[config.mk]
export PLATFORM = sky130hd
export DESIGN_NAME = sclkfifo_flat
export DESIGN_NICKNAME = d
export VERILOG_FILES = /design/src/rtl/sclkfifo_if.sv /design/src/rtl/sclkfifo.sv /design/src/flat_wrapper.sv
export SDC_FILE = /design/constraint.sdc
export NUM_CORES = 1
export LEC_CHECK = 0
export ABC_AREA = 1
export CORE_MARGIN = 10
export CORE_UTILIZATION = 60
export CTS_CLUSTER_SIZE = 16
export DETAILED_ROUTE_END_ITERATION = 6
export DONT_BUFFER_PORTS = 1
export PLACE_DENSITY = 0.76
export SYNTH_ARGS = -nofsm -noshare
export SYNTH_HDL_FRONTEND = slang
export SYNTH_SLANG_ARGS = --single-unit
[constraint.sdc]
create_clock -name clk -period 3.5 [get_ports clk]
set_clock_uncertainty 0.15 [all_clocks]
set_input_delay 0.7 -clock clk [delete_from_list [all_inputs] [get_ports clk]]
set_output_delay 0.7 -clock clk [all_outputs]
set_load 0.01 [all_outputs]
[src/rtl/sclkfifo_if.sv]
// sclkfifo_if: handshake/data bundle for the sclkfifo single-clock FIFO.
//
// Parameters: WIDTH (data word bits), LOG2_DEPTH (log2 of entry count).
// Signals:
//   ren, rdata, rempty, raempty       read side (show-ahead head word)
//   wen, wdata, wfull, wafull         write side
//   level                             occupancy 0..2**LOG2_DEPTH
//   overflow, underflow               sticky error flags (0 unless enabled)
// Modports:
//   master - the surrounding producer/consumer logic (drives ren/wen/wdata)
//   slave  - the FIFO itself
interface sclkfifo_if #(
  parameter int WIDTH      = 32,
  parameter int LOG2_DEPTH = 4
);
  logic                  ren;
  logic [WIDTH-1:0]      rdata;
  logic                  rempty;
  logic                  raempty;
  logic                  wen;
  logic [WIDTH-1:0]      wdata;
  logic                  wfull;
  logic                  wafull;
  logic [LOG2_DEPTH:0]   level;
  logic                  overflow;
  logic                  underflow;

  modport master (
    output ren, wen, wdata,
    input  rdata, rempty, raempty, wfull, wafull, level, overflow, underflow
  );

  modport slave (
    input  ren, wen, wdata,
    output rdata, rempty, raempty, wfull, wafull, level, overflow, underflow
  );
endinterface

[src/rtl/sclkfifo.sv]
// sclkfifo: single-clock FIFO with power-of-two depth and show-ahead read.
//
// The head word is kept in a register (rdata) so it is valid whenever rempty
// is low; asserting ren pops it. All status outputs are registered and are
// derived from the occupancy the FIFO will have after the current edge.
//
// Ports:
//   clk   in  rising-edge clock
//   arst  in  asynchronous, active-high reset
//   fif   sclkfifo_if.slave  (ren/rdata/rempty/raempty, wen/wdata/wfull/
//         wafull, level, overflow/underflow)
//
// Parameters: WIDTH, LOG2_DEPTH, AFULL_LEVEL (wafull when level >= it),
//             AEMPTY_LEVEL (raempty when level <= it).
//
// Build option: define SCLKFIFO_ERR_FLAGS_EN to enable the sticky overflow /
// underflow flags; otherwise they are tied low and no logic is built.
module sclkfifo #(
  parameter int WIDTH        = 32,
  parameter int LOG2_DEPTH   = 4,
  parameter int AFULL_LEVEL  = 2**LOG2_DEPTH - 1,
  parameter int AEMPTY_LEVEL = 1
) (
  input  logic        clk,
  input  logic        arst,
  sclkfifo_if.slave   fif
);

  localparam int DEPTH = 1 << LOG2_DEPTH;
  localparam int LW    = LOG2_DEPTH + 1;

  localparam logic [LW-1:0] DEPTH_L  = LW'(DEPTH);
  localparam logic [LW-1:0] AFULL_L  = LW'(AFULL_LEVEL);
  localparam logic [LW-1:0] AEMPTY_L = LW'(AEMPTY_LEVEL);
  localparam logic [LW-1:0] ONE_L    = LW'(1);
  localparam logic [LOG2_DEPTH-1:0] PTR_ONE = LOG2_DEPTH'(1);

  // Storage is deliberately not reset.
  logic [WIDTH-1:0]      mem_q [DEPTH];

  logic [LOG2_DEPTH-1:0] wptr_q, wptr_d;
  logic [LOG2_DEPTH-1:0] rptr_q, rptr_d;
  logic [LOG2_DEPTH-1:0] rptr_nxt;
  logic [LW-1:0]         level_q, level_d;
  logic [WIDTH-1:0]      rdata_q, rdata_d;
  logic                  rempty_q, rempty_d;
  logic                  raempty_q, raempty_d;
  logic                  wfull_q, wfull_d;
  logic                  wafull_q, wafull_d;

  logic                  wr_acc;
  logic                  rd_acc;
  logic                  bypass;

  always_comb begin
    // A write on a full FIFO is still taken when the head is popped in the
    // same cycle; a read on an empty FIFO is never taken.
    wr_acc   = fif.wen & (~wfull_q | fif.ren);
    rd_acc   = fif.ren & ~rempty_q;

    rptr_nxt = rptr_q + PTR_ONE;
    wptr_d   = wr_acc ? (wptr_q + PTR_ONE) : wptr_q;
    rptr_d   = rd_acc ? rptr_nxt : rptr_q;

    level_d  = level_q;
    case ({wr_acc, rd_acc})
      2'b10:   level_d = level_q + ONE_L;
      2'b01:   level_d = level_q - ONE_L;
      default: level_d = level_q;
    endcase

    // The incoming word becomes the head when nothing else will be stored
    // after this edge: FIFO empty, or its single word is leaving now.
    bypass  = wr_acc & ((level_q == '0) | ((level_q == ONE_L) & rd_acc));

    rdata_d = rdata_q;
    if (bypass) begin
      rdata_d = fif.wdata;
    end else if (rd_acc) begin
      rdata_d = mem_q[rptr_nxt];
    end

    rempty_d  = (level_d == '0);
    wfull_d   = (level_d == DEPTH_L);
    wafull_d  = (level_d >= AFULL_L);
    raempty_d = (level_d <= AEMPTY_L);
  end

  always_ff @(posedge clk) begin
    if (wr_acc) begin
      mem_q[wptr_q] <= fif.wdata;
    end
  end

  always_ff @(posedge clk or posedge arst) begin
    if (arst) begin
      wptr_q    <= '0;
      rptr_q    <= '0;
      level_q   <= '0;
      rdata_q   <= '0;
      rempty_q  <= 1'b1;
      raempty_q <= 1'b1;
      wfull_q   <= 1'b0;
      wafull_q  <= 1'b0;
    end else begin
      wptr_q    <= wptr_d;
      rptr_q    <= rptr_d;
      level_q   <= level_d;
      rdata_q   <= rdata_d;
      rempty_q  <= rempty_d;
      raempty_q <= raempty_d;
      wfull_q   <= wfull_d;
      wafull_q  <= wafull_d;
    end
  end

  assign fif.rdata   = rdata_q;
  assign fif.rempty  = rempty_q;
  assign fif.raempty = raempty_q;
  assign fif.wfull   = wfull_q;
  assign fif.wafull  = wafull_q;
  assign fif.level   = level_q;

`ifdef SCLKFIFO_ERR_FLAGS_EN
  logic overflow_q;
  logic underflow_q;

  // Sticky until reset; they record the attempt, the dropped/ignored
  // operation itself behaves exactly as in the build without flags.
  always_ff @(posedge clk or posedge arst) begin
    if (arst) begin
      overflow_q  <= 1'b0;
      underflow_q <= 1'b0;
    end else begin
      if (fif.wen & wfull_q & ~fif.ren) begin
        overflow_q <= 1'b1;
      end
      if (fif.ren & rempty_q) begin
        underflow_q <= 1'b1;
      end
    end
  end

  assign fif.overflow  = overflow_q;
  assign fif.underflow = underflow_q;
`else
  assign fif.overflow  = 1'b0;
  assign fif.underflow = 1'b0;
`endif

endmodule

[src/flat_wrapper.sv]
// flat-port wrapper written by rule: the top's interface ports become plain ports
module sclkfifo_flat 
#(
  parameter int WIDTH        = 32,
  parameter int LOG2_DEPTH   = 4,
  parameter int AFULL_LEVEL  = 2**LOG2_DEPTH - 1,
  parameter int AEMPTY_LEVEL = 1
)
  (clk, arst, fif_ren, fif_wen, fif_wdata, fif_rdata, fif_rempty, fif_raempty, fif_wfull, fif_wafull, fif_level, fif_overflow, fif_underflow);
  sclkfifo_if #(.WIDTH(WIDTH), .LOG2_DEPTH(LOG2_DEPTH)) fif_i ();
  input  logic clk;
  input  logic arst;
  input wire logic [$bits(fif_i.ren)-1:0] fif_ren;
  input wire logic [$bits(fif_i.wen)-1:0] fif_wen;
  input wire logic [$bits(fif_i.wdata)-1:0] fif_wdata;
  output wire logic [$bits(fif_i.rdata)-1:0] fif_rdata;
  output wire logic [$bits(fif_i.rempty)-1:0] fif_rempty;
  output wire logic [$bits(fif_i.raempty)-1:0] fif_raempty;
  output wire logic [$bits(fif_i.wfull)-1:0] fif_wfull;
  output wire logic [$bits(fif_i.wafull)-1:0] fif_wafull;
  output wire logic [$bits(fif_i.level)-1:0] fif_level;
  output wire logic [$bits(fif_i.overflow)-1:0] fif_overflow;
  output wire logic [$bits(fif_i.underflow)-1:0] fif_underflow;
  assign fif_i.ren = fif_ren;
  assign fif_i.wen = fif_wen;
  assign fif_i.wdata = fif_wdata;
  assign fif_rdata = fif_i.rdata;
  assign fif_rempty = fif_i.rempty;
  assign fif_raempty = fif_i.raempty;
  assign fif_wfull = fif_i.wfull;
  assign fif_wafull = fif_i.wafull;
  assign fif_level = fif_i.level;
  assign fif_overflow = fif_i.overflow;
  assign fif_underflow = fif_i.underflow;
  sclkfifo #(.WIDTH(WIDTH), .LOG2_DEPTH(LOG2_DEPTH), .AFULL_LEVEL(AFULL_LEVEL), .AEMPTY_LEVEL(AEMPTY_LEVEL)) u_core (.clk(clk), .arst(arst), .fif(fif_i));
endmodule
Yosys cells after proc, flatten, opt, wreduce, memory -nomap -nowiden
Memory sizes are Yosys's and may differ from the RTL's.
Cells that the tools add are included.

cells by class
  equality and inequality tests = 4
  bitwise logic cells = 8
  order comparisons = 2
  mux-type cells = 5
  reductions and logical operators = 3
  add/sub/neg operators = 4

operator list
  kind                                                                count
  2-to-1 mux 32 bit                                                   2
  zero test 5 bit                                                     2
  case mux 5 bit (2 select lines)                                     1
  adder 4 x 1 -> 4 bit (second input constant)                        2
  adder 5 x 1 -> 5 bit (second input constant)                        1
  == test 5 x 1 -> 1 bit (second input constant)                      1
  == test 5 bit (second input constant)                               1
  greater-or-equal comparator 5 x 4 -> 1 bit (second input constant)  1
  <= comparator 5 x 1 -> 1 bit (second input constant)                1
  subtractor 5 x 1 -> 5 bit (second input constant)                   1
  AND 1 bit                                                           4
  == test 2 x 1 -> 1 bit (second input constant)                      1
  == test 2 bit (second input constant)                               1
  2-to-1 mux 1 bit                                                    2
  inverter 1 bit                                                      2
  OR 1 bit                                                            2
  nonzero test 2 bit                                                  1

word-level totals
  memories = 1
  register bits = 49
  output and inout bits = 43
  RAM bits = 512
  input port bits = 36
  logic and storage cells = 35

memories
  name          words  bits a word  read ports  clocked after memory_dff  write ports  RTL line        text
  u_core.mem_q  16     32           1           0                         1            sclkfifo.sv:39  logic [WIDTH-1:0] mem_q [DEPTH];

Longest topological paths before layout
Gate-level depths: netlist (run 1).

  depth after elaboration = 6
  gate-level depth with buffers = 12
  mapped depth without buffers = 12

Worst setup path before layout (run 1)
No wires, ideal clock.

  kind = input-to-reg
  from = input port fif_ren
  to = memory u_core.mem_q[11][0], enable pin
  arrival time = 2.575 ns
  data required time = 2.929 ns
  path buffers = 0
  library setup time = 0.421 ns
  slack = 0.354 ns
  stages on the path = 6
  cell sequence = inv_1 nand2_1 nand2_1 clkinv_1 nand2_1 nor2_1

between the ends
  word-level cells in the longest chain between the ends = 4

RTL lines
  item                                    RTL line            text
  start: declaration                      flat_wrapper.sv:13  input wire logic [$bits(fif_i.ren)-1:0] fif_ren;
  OR 1 bit                                sclkfifo.sv:58      wr_acc = fif.wen & (~wfull_q | fif.ren);
  AND 1 bit                               sclkfifo.sv:58
  via u_core.wr_acc                       sclkfifo.sv:51      logic wr_acc;
  2-to-1 mux 1 bit                        sclkfifo.sv:90      if (wr_acc) begin
  2-to-1 mux 1 bit (implied by the code)  sclkfifo.sv:91      mem_q[wptr_q] <= fif.wdata;
  end: declaration                        sclkfifo.sv:39

The timed path passes the listed nets, and every way through them passes these cells.

Final worst setup path (run 1)
  from = register u_core.wfull_q (netlist: u_core.fif.wfull)
  to = memory u_core.mem_q[15][11], enable pin

between the ends
  word-level cells in the longest chain between the ends = 5

RTL lines
  item                                    RTL line         text
  start: declaration                      sclkfifo.sv:48   logic wfull_q, wfull_d;
  start signal: assignment                sclkfifo.sv:112  wfull_q <= wfull_d;
  inverter 1 bit                          sclkfifo.sv:58
  OR 1 bit                                sclkfifo.sv:58
  AND 1 bit                               sclkfifo.sv:58
  via u_core.wr_acc                       sclkfifo.sv:51
  2-to-1 mux 1 bit                        sclkfifo.sv:90
  2-to-1 mux 1 bit (implied by the code)  sclkfifo.sv:91

The timed path passes the listed nets, and every way through them passes these cells.

==> run summary, run 1 <==
Status -> finished clean
Initial DRC Count -> 1981
Crit path cell chain -> nand2_1 > nand2_1 > clkinv_1 > nand2_1 > nor2_4 > buf_4
Initial Utilization -> 60.92%
Fill count -> 2819
Antenna violations before repair -> 0
CP peak stage delay -> 710 ps
Congestion Overflow GR -> 0
Postcts setup bufs -> 0
Number of synthesized flops with an enable pin -> 512
Most numerous cell in the Yosys netlist -> nand2_1
Post-Place Cell Area -> 25050 um^2
Synth area leader -> edfxtp_1
Path category of the worst min-delay check -> primary input to register
Post-route ant nets -> 0
Root buf cell -> clkbuf_16
Yosys Warn Count -> 0
Layout Utilization -> 67.22%
IO Pins -> 79
Asr flop ratio synth -> 8.734%
Die Span X -> 221.3 um
Post-synthesis mux area share -> 0%
Hold Fails Final Rpt -> 0
#FFs+latches synth -> 561
First-pass GRT wire length -> 91.54 mm
Nets@finish -> 2405
Worst EP required -> 3650 ps
Vias -> 16.44k
DP Wirelength -> 32.73 mm
Area grow syn2layout -> 10.35%
IO buf count -> 0
Compound-Gate Fraction of Synth Area -> 0.2779%
Bufs on Longest Clock Path -> 3
Fmax -> 360.9 MHz
Pwr dens -> 910.4 nW/um^2
Yosys top cell area share -> 63.23%
Clk_lat worst skew -> 620 ps
# diodes -> 0
Clock sinks -> 561
Post-Syn Area -> 24310 um^2
Startpoint Class -> register
RSZ-0062 raised after global routing -> false
Post-Syn Instances -> 2382
Finished Cell Area -> 26830 um^2
Simple-Gate Fraction of Synth Area -> 23.43%
GP Congestion -> 0.8338
Most used flip-flop cell after synthesis -> edfxtp_1
XOR/XNOR Fraction of Synth Area -> 0.3139%
DRC errors left -> 0
Count of final setup violators -> 0
CTS tree -> done
Number of global-route vias before repair -> 15.96k
Final Hold Slack -> 18.27 ps
Max cap viols -> 0
Slew of the pin with the lowest slew margin -> 810.0 ps
Crit path max fanout -> 20
Post-synth top cells -> 928 x nand2_1, 512 x edfxtp_1, 365 x nand3_1, 304 x inv_1, 68 x buf_2
Leakage -> 0.01141 uW
Layout cells sized above 1 -> 6.398%
Reg2reg setup slack -> 730 ps
Drt total wl -> 59.57 mm
Core area -> 39910 um^2
Syn avg cell area -> 10.21 um^2
Minimum clock period -> 2771 ps
Crit end category -> register
Critical Path AT -> 2920 ps
DR pass1 iterations -> 6
H-tree levels -> 2
Setup CP Type -> register to register
Routed len/inst -> 20.32 um
Largest family of logic cells by synthesized area -> simple AND/OR/NAND/NOR gates
Die span in y -> 221.3 um
TritonCTS buffer count -> 56
Routed vias/inst -> 5.607
CP most frequent cell -> nand2_1
Die footprint -> 48980 um^2
Post-route clock period utilization -> 79.17%
TNS Setup -> 0 ps
Row count -> 73
Slowest cell on crit path -> nor2_4
Clock transition at the registers of the reported paths -> 60 ps
Pins Over Slew Limit -> 0
GRT Total Usage -> 23.66%
Ranking of synthesized cells by area -> edfxtp_1 63%, nand2_1 14%, nand3_1 7.5%
Seq/Total Area, Yosys -> 68.29%
Largest net degree at the start of global routing -> 132
Slew margin rel. -> 45.88%
Synth Area in Adders -> 0.5146%
Cell variety after synth -> 28
Peak VDD IR -> 0.9682 mV
-- critical path, delay by kind of cell (launching register included) --
family / cells / cell delay, ps
simple gates: 4 / 1280
flops: 1 / 420
buf+inv: 2 / 580
-- power breakdown --
group | total (uW) | internal [uW] | switching, uW
logic | 9890 | 2860 | 7030
registers | 8740 | 8220 | 524
clock network | 5790 | 3280 | 2510
total | 24400 | 14400 | 10100
-- cells in the final DEF, fill, tap and decap left out, types with 3 or more instances in the layout --
master,synthesis,routed
buf_12,0,13
buf_4,5,25
bufinv_16,0,3
clkbuf_1,40,14
clkbuf_16,0,56
clkbuf_8,0,5
clkinv_1,8,18
clkinv_2,0,14
dfrtp_1,47,46
edfxtp_1,512,512
ha_1,10,9
inv_1,304,301
inv_2,3,4
nand2_1,928,928
nand3_1,365,365
nand3b_1,32,32
nand4_1,4,4
nor2_1,22,6
nor2_4,1,17
o21ai_0,8,8
xor2_1,4,4
-- final timing paths --
kind,startpoint,end,cells past startpoint
hold reg to reg,u_core.fif.rdata[13],u_core.fif.rdata[13],2
hold / removal,fif_wdata[11],u_core.mem_q[4][11],0
max in group asynchronous,arst,u_core.fif.rdata[21],3
setup / recovery,u_core.fif.wfull,u_core.mem_q[15][11],6
setup reg to reg,u_core.fif.wfull,u_core.mem_q[15][11],6
min in group asynchronous,arst,u_core.fif.wfull,2
-- kinds of logic (layout without fill, tap and decap cells) --
| logic type | Yosys count | in the layout |
|---|---|---|
| other | 1 | 2 |
| buffers and inverters | 436 | 460 |
| AND/OR/NAND/NOR | 1355 | 1355 |
| adder cells (fa/ha/maj) | 10 | 10 |
| AO/OA/AOI/OAI | 12 | 12 |
| XOR/XNOR | 7 | 7 |
| flip-flops | 561 | 561 |
-- state kept, by name, indices dropped and copies added (netlist names) --
signal and flops:
u_core.fif.level 5, u_core.fif.raempty 1, u_core.fif.rdata 32, u_core.fif.rempty 1, u_core.fif.wafull 1, u_core.fif.wfull 1
u_core.mem_q 512, u_core.rptr_q 4, u_core.wptr_q 4
-- repair_timing --
action	4_1_cts	5_1_grt
endpoints found under the hold margin	24	0
resized for setup	0	0
hold buffers	1	0
-- stage by stage --
step           setup WS (ps)  instances  power (uW)
2_1_floorplan          353.6       2383       15410
3_3_place_gp           421.4       2825       18400
3_5_place_dp           390.8       2825       18620
4_1_cts                719.5       2932       24390
5_1_grt                550.9       2932       25780
6_report               729.2       2932       24430
-- area by class of cell --
class,instances,area (um^2),share of cell area (%)
Inverter,315,1190,4.435
Timing Repair Buffer,39,457.9,1.707
Tap cell,525,656.9,2.448
Clock buffer,75,1523,5.675
Clock inverter,31,251.5,0.9373
Sequential cell,561,16610,61.90
Multi-Input combinational cell,1386,6145,22.90
-- layer usage --
metal	share of wire, %	GRT usage, %	up-vias
li1	-	-	7685
met1	39	30.27	7797
met2	49	39.60	834
met3	9.3	4.956	125
met4	2.6	7.684	0
met5	0	0	-
Power figures use the tool's default switching activity.
==> inputs of run 2 (changes only) <==
- CORE_UTILIZATION: 60 -> 57
- PLACE_DENSITY: 0.76 -> 0.75
- clock period: 3.5 -> 2.5 ns (I/O delays scaled with it)
==> run 2 against run 1 <==
Net effect: clock power grew 47%; power grew 46%; sequential cell count is the same; worst hold slack gained 0.90 ps; register-to-register slack lost 530 ps; global-route usage grew 1.9 points; critical path depth grew 2; die area grew 4.8%; critical path type unchanged.
==> run summary, run 2 (synthesis gave the netlist of run 1 again) <==
Status -> finished clean
TritonCTS buffer count -> 56 (unchanged)
Die footprint -> 51320 um^2 (+4.8%)
Slew margin rel. -> 29.87% (-16 points)
CP peak stage delay -> 780 ps (+70 ps)
Placed cells -> 2862 (+1.3%)
Leakage -> 0.01178 uW (+3.2%)
Root buf cell -> clkbuf_16
RSZ-0062 raised after global routing -> false
Path category of the worst min-delay check -> primary input to register
Drt total wl -> 65.44 mm (+9.8%)
Place WS -> 221.2 ps (-169.6 ps)
Slew of the pin with the lowest slew margin -> 1052 ps (+242.0 ps)
Row count -> 75 (+2.7%)
Area grow syn2layout -> 14.12%
Largest register FFs -> 512 (unchanged)
Die Span X -> 226.5 um (+2.4%)
Postcts setup bufs -> 0 (unchanged)
Pwr dens -> 1287 nW/um^2 (+41%)
Vias -> 17.27k (+5.0%)
Register with the most flip-flops -> u_core.mem_q
Finished Cell Area -> 27750 um^2 (+3.4%)
Minimum clock period -> 2298 ps (-472.6 ps)
Crit end category -> register
Clk_lat worst skew -> 630 ps (about the same)
Clock transition at the registers of the reported paths -> 60 ps (about the same)
Bufs on Longest Clock Path -> 3 (unchanged)
CP most frequent cell -> nand3_1
IO Pins -> 79 (unchanged)
Antenna violations before repair -> 4 (+4)
Post-Place Cell Area -> 25520 um^2 (+1.9%)
Worst EP required -> 2860 ps (-790 ps)
IO buf count -> 0 (unchanged)
Post-Layout Cell Count -> 3004 (+2.5%)
Crit path cell chain -> buf_4 > nand2_1 > nand3_1 > nand3_1 > nand3_1 > nand3_1 > nand2_1 > nand2_1
Clock sinks -> 561 (unchanged)
Fmax -> 435.1 MHz (+21%)
CTS tree -> done
Nets@finish -> 2461 (+2.3%)
Initial DRC Count -> 2346 (+18%)
GP Congestion -> 0.8437 (+1.2%)
First-pass GRT wire length -> 98.79 mm (+7.9%)
DP Wirelength -> 34.92 mm (+6.7%)
Hold bufs inserted after CTS -> 34 (+33)
Pwr Total -> 35710 uW (+46%)
Slowest cell on crit path -> buf_4
Crit path max fanout -> 90 (+350%)
Routed len/inst -> 21.78 um (+7.2%)
Post-route clock period utilization -> 91.93% (+13 points)
DR pass1 iterations -> 5 (-1)
Initial Utilization -> 57.84% (-3.1 points)
CP delay by family, top -> buffers and inverters
Pins Over Slew Limit -> 0 (unchanged)
Most common cell after layout, fill and taps aside -> nand2_1
Setup CP Type -> register to register
Critical Path AT -> 2660 ps (-260 ps)
Worst setup margin -> 201.8 ps (-527.4 ps)
Peak VDD IR -> 1.617 mV (+67%)
Most frequent cells in the layout -> 928 x nand2_1, 512 x edfxtp_1, 365 x nand3_1
Largest net degree at the start of global routing -> 141 (+6.8%)
Hold Fails Final Rpt -> 0 (unchanged)
DRC errors left -> 0 (unchanged)
Count of final setup violators -> 0 (unchanged)
Layout cells sized above 1 -> 7.311% (+0.91 points)
Congestion Overflow GR -> 0 (unchanged)
Max cap viols -> 0 (unchanged)
Buffers & Inverters on Critical Path -> 1 (-1)
Startpoint Class -> register
Post-route ant nets -> 0 (unchanged)
Die span in y -> 226.5 um (+2.4%)
GRT Total Usage -> 25.57% (+1.9 points)
Layout Utilization -> 66.00% (-1.2 points)
Core area -> 42040 um^2 (+5.3%)
H-tree levels -> 2 (unchanged)
Post-CTS Resized -> 0 (unchanged)
Number of global-route vias before repair -> 16.76k (+5.0%)
Routed vias/inst -> 5.748 (+2.5%)
==> run 2: report_power, final <==
group,internal [uW],total (uW),switching (uW),leakage (uW)
logic,4660,14900,10200,0.00564
clock network,5020,8530,3500,0.000916
registers,11500,12300,797,0.00522
==> run 2: worst register-to-register path, stage by stage, from the launching register on <==
cell	delay [ps]
dfrtp_4	490
buf_4	780
nand2_1	250
nand3_1	130
nand3_1	90
nand3_1	100
nand3_1	80
nand2_1	90
nand2_1	50
==> run 2: final timing paths <==
check	from	to	slack [ps]	cells after the start
min in group asynchronous	arst	u_core.fif.level[4]	350	2
max in group asynchronous	arst	u_core.fif.rdata[16]	1170	3
worst max register to register	u_core.rptr_q[0]	u_core.fif.rdata[12]	200	8
worst min-delay path	fif_wdata[13]	u_core.fif.rdata[13]	20	5
worst min register to register	u_core.fif.rdata[22]	u_core.fif.rdata[22]	410	2
worst max-delay path	u_core.rptr_q[0]	u_core.fif.rdata[12]	200	8
==> run 2: stage by stage <==
| stage | TNS (ps) | hold WS (ps) |
|---|---|---|
| after floorplan | -142420 | 328.9 |
| after global placement | 0 | 383.3 |
| after detailed placement | 0 | 385.8 |
| after CTS | 0 | 1.105 |
| after global routing | 0 | 30.98 |
| final | 0 | 19.17 |
==> run 2: final cells by class <==
type                       count  area (um^2)
antenna                        3        7.507
clock buffer                  82         1589
clock inverter                23        285.3
fill                        3073        14290
inverter                     315         1190
multi-input combinational   1386         6145
sequential                   561        16610
tap                          539        674.4
timing repair buffer          95         1249
==> run 2: per-layer routing <==
layer	vias up	share of wire [%]	global-route usage (%)
li1	7805	-	-
met1	8251	37	32.87
met2	1034	49	42.50
met3	174	10	4.457
met4	2	3.9	10.28
met5	-	0.020	0
==> inputs of run 3 (changes only) <==
- ABC_AREA: 1 -> default
- SETUP_SLACK_MARGIN: default -> 0.1
==> run 3 against run 2 <==
Net effect: first-iteration DRC count down 47%; sequential share of layout area up 4.7 points; utilization up 2.3 points; synthesized cell count down 58%; count of clock-buffer cells in the layout down 10; largest cell class unchanged; fmax down 4.0%; largest power group unchanged.
==> run summary, run 3 <==
Clock sinks -> 561 (unchanged)
Worst EP required -> 2810 ps (-50 ps)
IO Pins -> 79 (unchanged)
Drt total wl -> 49.97 mm (-24%)
Congestion Overflow GR -> 0 (unchanged)
Nets@finish -> 1166 (-53%)
First-pass GRT wire length -> 73.68 mm (-25%)
Vias -> 10.79k (-38%)
Path category of the worst min-delay check -> primary input to register
H-tree levels -> 2 (unchanged)
Row count -> 71 (-5.3%)
Crit end category -> register
Hold Fails Final Rpt -> 0 (unchanged)
Layout cells sized above 1 -> 31.13% (+24 points)
Seq/Total Area, Yosys -> 76.16% (+7.9 points)
Synth area leader -> edfxtp_1
Asr flop ratio synth -> 8.734% (unchanged)
Post-Syn Area -> 21800 um^2 (-10%)
Max cap viols -> 0 (unchanged)
Number of global-route vias before repair -> 11.13k (-34%)
Clock transition at the registers of the reported paths -> 60 ps (about the same)
CP peak stage delay -> 530 ps (-250 ps)
Yosys Warn Count -> 0 (unchanged)
GRT Total Usage -> 21.28% (-4.3 points)
Leakage -> 0.008434 uW (-28%)
GP Congestion -> 0.7397 (-12%)
Post-Syn Instances -> 1008 (-58%)
Largest net degree at the start of global routing -> 51 (-64%)
CTS tree -> done
Ranking of synthesized cells by area -> edfxtp_1 71%, mux4_2 13%, dfrtp_1 5.4%
DR pass1 iterations -> 7 (+2)
Peak VDD IR -> 0.9681 mV (-40%)
Initial Utilization -> 57.88% (about the same)
DRC errors left -> 0 (unchanged)
Status -> finished clean
Most numerous cell in the Yosys netlist -> edfxtp_1
Syn avg cell area -> 21.63 um^2 (+110%)
Yosys top cell area share -> 70.52% (+7.3 points)
Post-route clock period utilization -> 95.80% (+3.9 points)
Largest register FFs -> 512 (unchanged)
Cell variety after synth -> 43 (+54%)
Critical Path AT -> 2700 ps (+40 ps)
Core area -> 37670 um^2 (-10%)
DP Wirelength -> 26.23 mm (-25%)
Bufs on Longest Clock Path -> 3 (unchanged)
IO buf count -> 0 (unchanged)
Fill count -> 2309 (-25%)
Most used flip-flop cell after synthesis -> edfxtp_1
TritonCTS buffer count -> 55 (-1.8%)
Pwr dens -> 1299 nW/um^2 (+0.94%)
Routed len/inst -> 29.80 um (+37%)
TNS Setup -> 0 ps (unchanged)
Routed vias/inst -> 6.433 (+12%)
Slew of the pin with the lowest slew margin -> 627.8 ps (-424.2 ps)
Die span in y -> 215.6 um (-4.8%)
Initial DRC Count -> 1238 (-47%)
Fmax -> 417.5 MHz (-4.0%)
Pins Over Slew Limit -> 0 (unchanged)
Crit path cell chain -> ha_4 > buf_12 > buf_12 > buf_16 > mux4_2 > mux2i_2 > o211ai_1
Slowest cell on crit path -> mux4_2
Slew margin rel. -> 57.70% (+28 points)
Most common cell after layout, fill and taps aside -> edfxtp_1
Post-route ant nets -> 0 (unchanged)
Count of final setup violators -> 0 (unchanged)
Post-synth top cells -> 512 x edfxtp_1, 128 x mux4_2, 47 x dfrtp_1
Die Span X -> 215.6 um (-4.8%)
Number of synthesized flops with an enable pin -> 512 (unchanged)
Root buf cell -> clkbuf_16
Layout Utilization -> 68.26% (+2.3 points)
CP most frequent cell -> buf_12
RSZ-0062 raised after global routing -> true
Setup CP Type -> register to register
# diodes -> 0 (-3)
Register with the most flip-flops -> u_core.mem_q
Most frequent cells in the layout -> 512 x edfxtp_1, 128 x mux4_2, 58 x clkbuf_16
Startpoint Class -> register
Die footprint -> 46470 um^2 (-9.4%)
Crit path max fanout -> 8 (-91%)
Area grow syn2layout -> 17.94%
#FFs+latches synth -> 561 (unchanged)
Minimum clock period -> 2395 ps (+96.88 ps)
Antenna violations before repair -> 0 (-4)
Clk_lat worst skew -> 600 ps (-30 ps)
[run 3: cell types whose count changed after synthesis, moves of 34 or more]
cell     previous run  this run
nand2_1           928        14
nand3_1           365        34
inv_1             304         7
mux4_2              0       128
buf_2              68        21
mux2_2              0        34
mux2i_1             0        34
[run 3: where the power goes]
part	leakage, uW	switching [uW]	internal, uW
Clock	0.000888	3450	4850
Sequential	0.00523	790	11500
Combinational	0.00232	6260	6520
[run 3: per-stage QoR]
step | setup slack (ps) | area, um^2 | instances | total power [uW] | hold slack [ps]
2_1_floorplan | 15.34 | 21890 | 1009 | 20380 | 311.9
3_3_place_gp | 116.1 | 23260 | 1523 | 23750 | 308.9
3_5_place_dp | 70.86 | 23260 | 1523 | 24070 | 315.9
4_1_cts | 101.4 | 25550 | 1668 | 33120 | 113.7
5_1_grt | 77.35 | 25710 | 1677 | 34780 | 156.1
6_report | 104.9 | 25710 | 1677 | 33400 | 156.8
[run 3: layout make-up]
cell class	count	area (um^2)	share of cell area, %
timing repair buffer	111	1501	5.839
clock inverter	31	324.1	1.260
tap	511	639.4	2.487
inverter	8	31.28	0.1217
clock buffer	72	1501	5.839
sequential	561	16610	64.59
multi-input combinational	383	5107	19.86
[run 3: cell families (layout without fill, tap and decap cells)]
family | count (synthesis) | count (layout) | share of synthesized area [%]
multiplexers | 197 | 197 | 16.61
AO/OA/AOI/OAI | 76 | 76 | 2.652
other | 1 | 2 | 0.01720
AND/OR/NAND/NOR | 90 | 90 | 2.152
buffers and inverters | 65 | 222 | 1.515
flip-flops | 561 | 561 | 76.16
adder cells (fa/ha/maj) | 10 | 10 | 0.5739
XOR/XNOR | 8 | 8 | 0.3214
[run 3: per-layer routing]
metal / vias up / track usage (%) / share of wire [%] / routed length [um]
met5: - / 0 / 0 / 0
met3: 79 / 4.909 / 9.5 / 4734
met4: 0 / 6.595 / 2.3 / 1165
li1: 4441 / - / - / -
met1: 5689 / 28.88 / 38 / 19000
met2: 579 / 33.96 / 50 / 25070
[run 3: critical path: cells and delay by family, from the launching register on]
family / cells / cell delay (ps)
flops: 1 / 520
fa+ha+maj: 1 / 340
compound gates: 1 / 120
buf+inv: 3 / 390
mux: 2 / 750
[run 3: final timing paths]
kind,depth (start not counted),end,start,slack (ps)
worst max register to register,7,u_core.fif.rdata[13],u_core.rptr_q[0],100
min in group asynchronous,2,u_core.fif.rdata[25],arst,270
worst min-delay path,4,u_core.wptr_q[0],fif_wen,160
worst min register to register,1,u_core.rptr_q[3],u_core.rptr_q[3],390
max in group asynchronous,3,u_core.fif.rempty,arst,1230
worst max-delay path,7,u_core.fif.rdata[13],u_core.rptr_q[0],100
[run 3: repair_timing]
item	4_1_cts	5_1_grt
resized for setup	3	10
pin swaps	1	2
buffers inserted	7	7
hold buffers	33	0
endpoints found under the setup margin	32	30
endpoints found under the hold margin	559	0
cloned	2	2
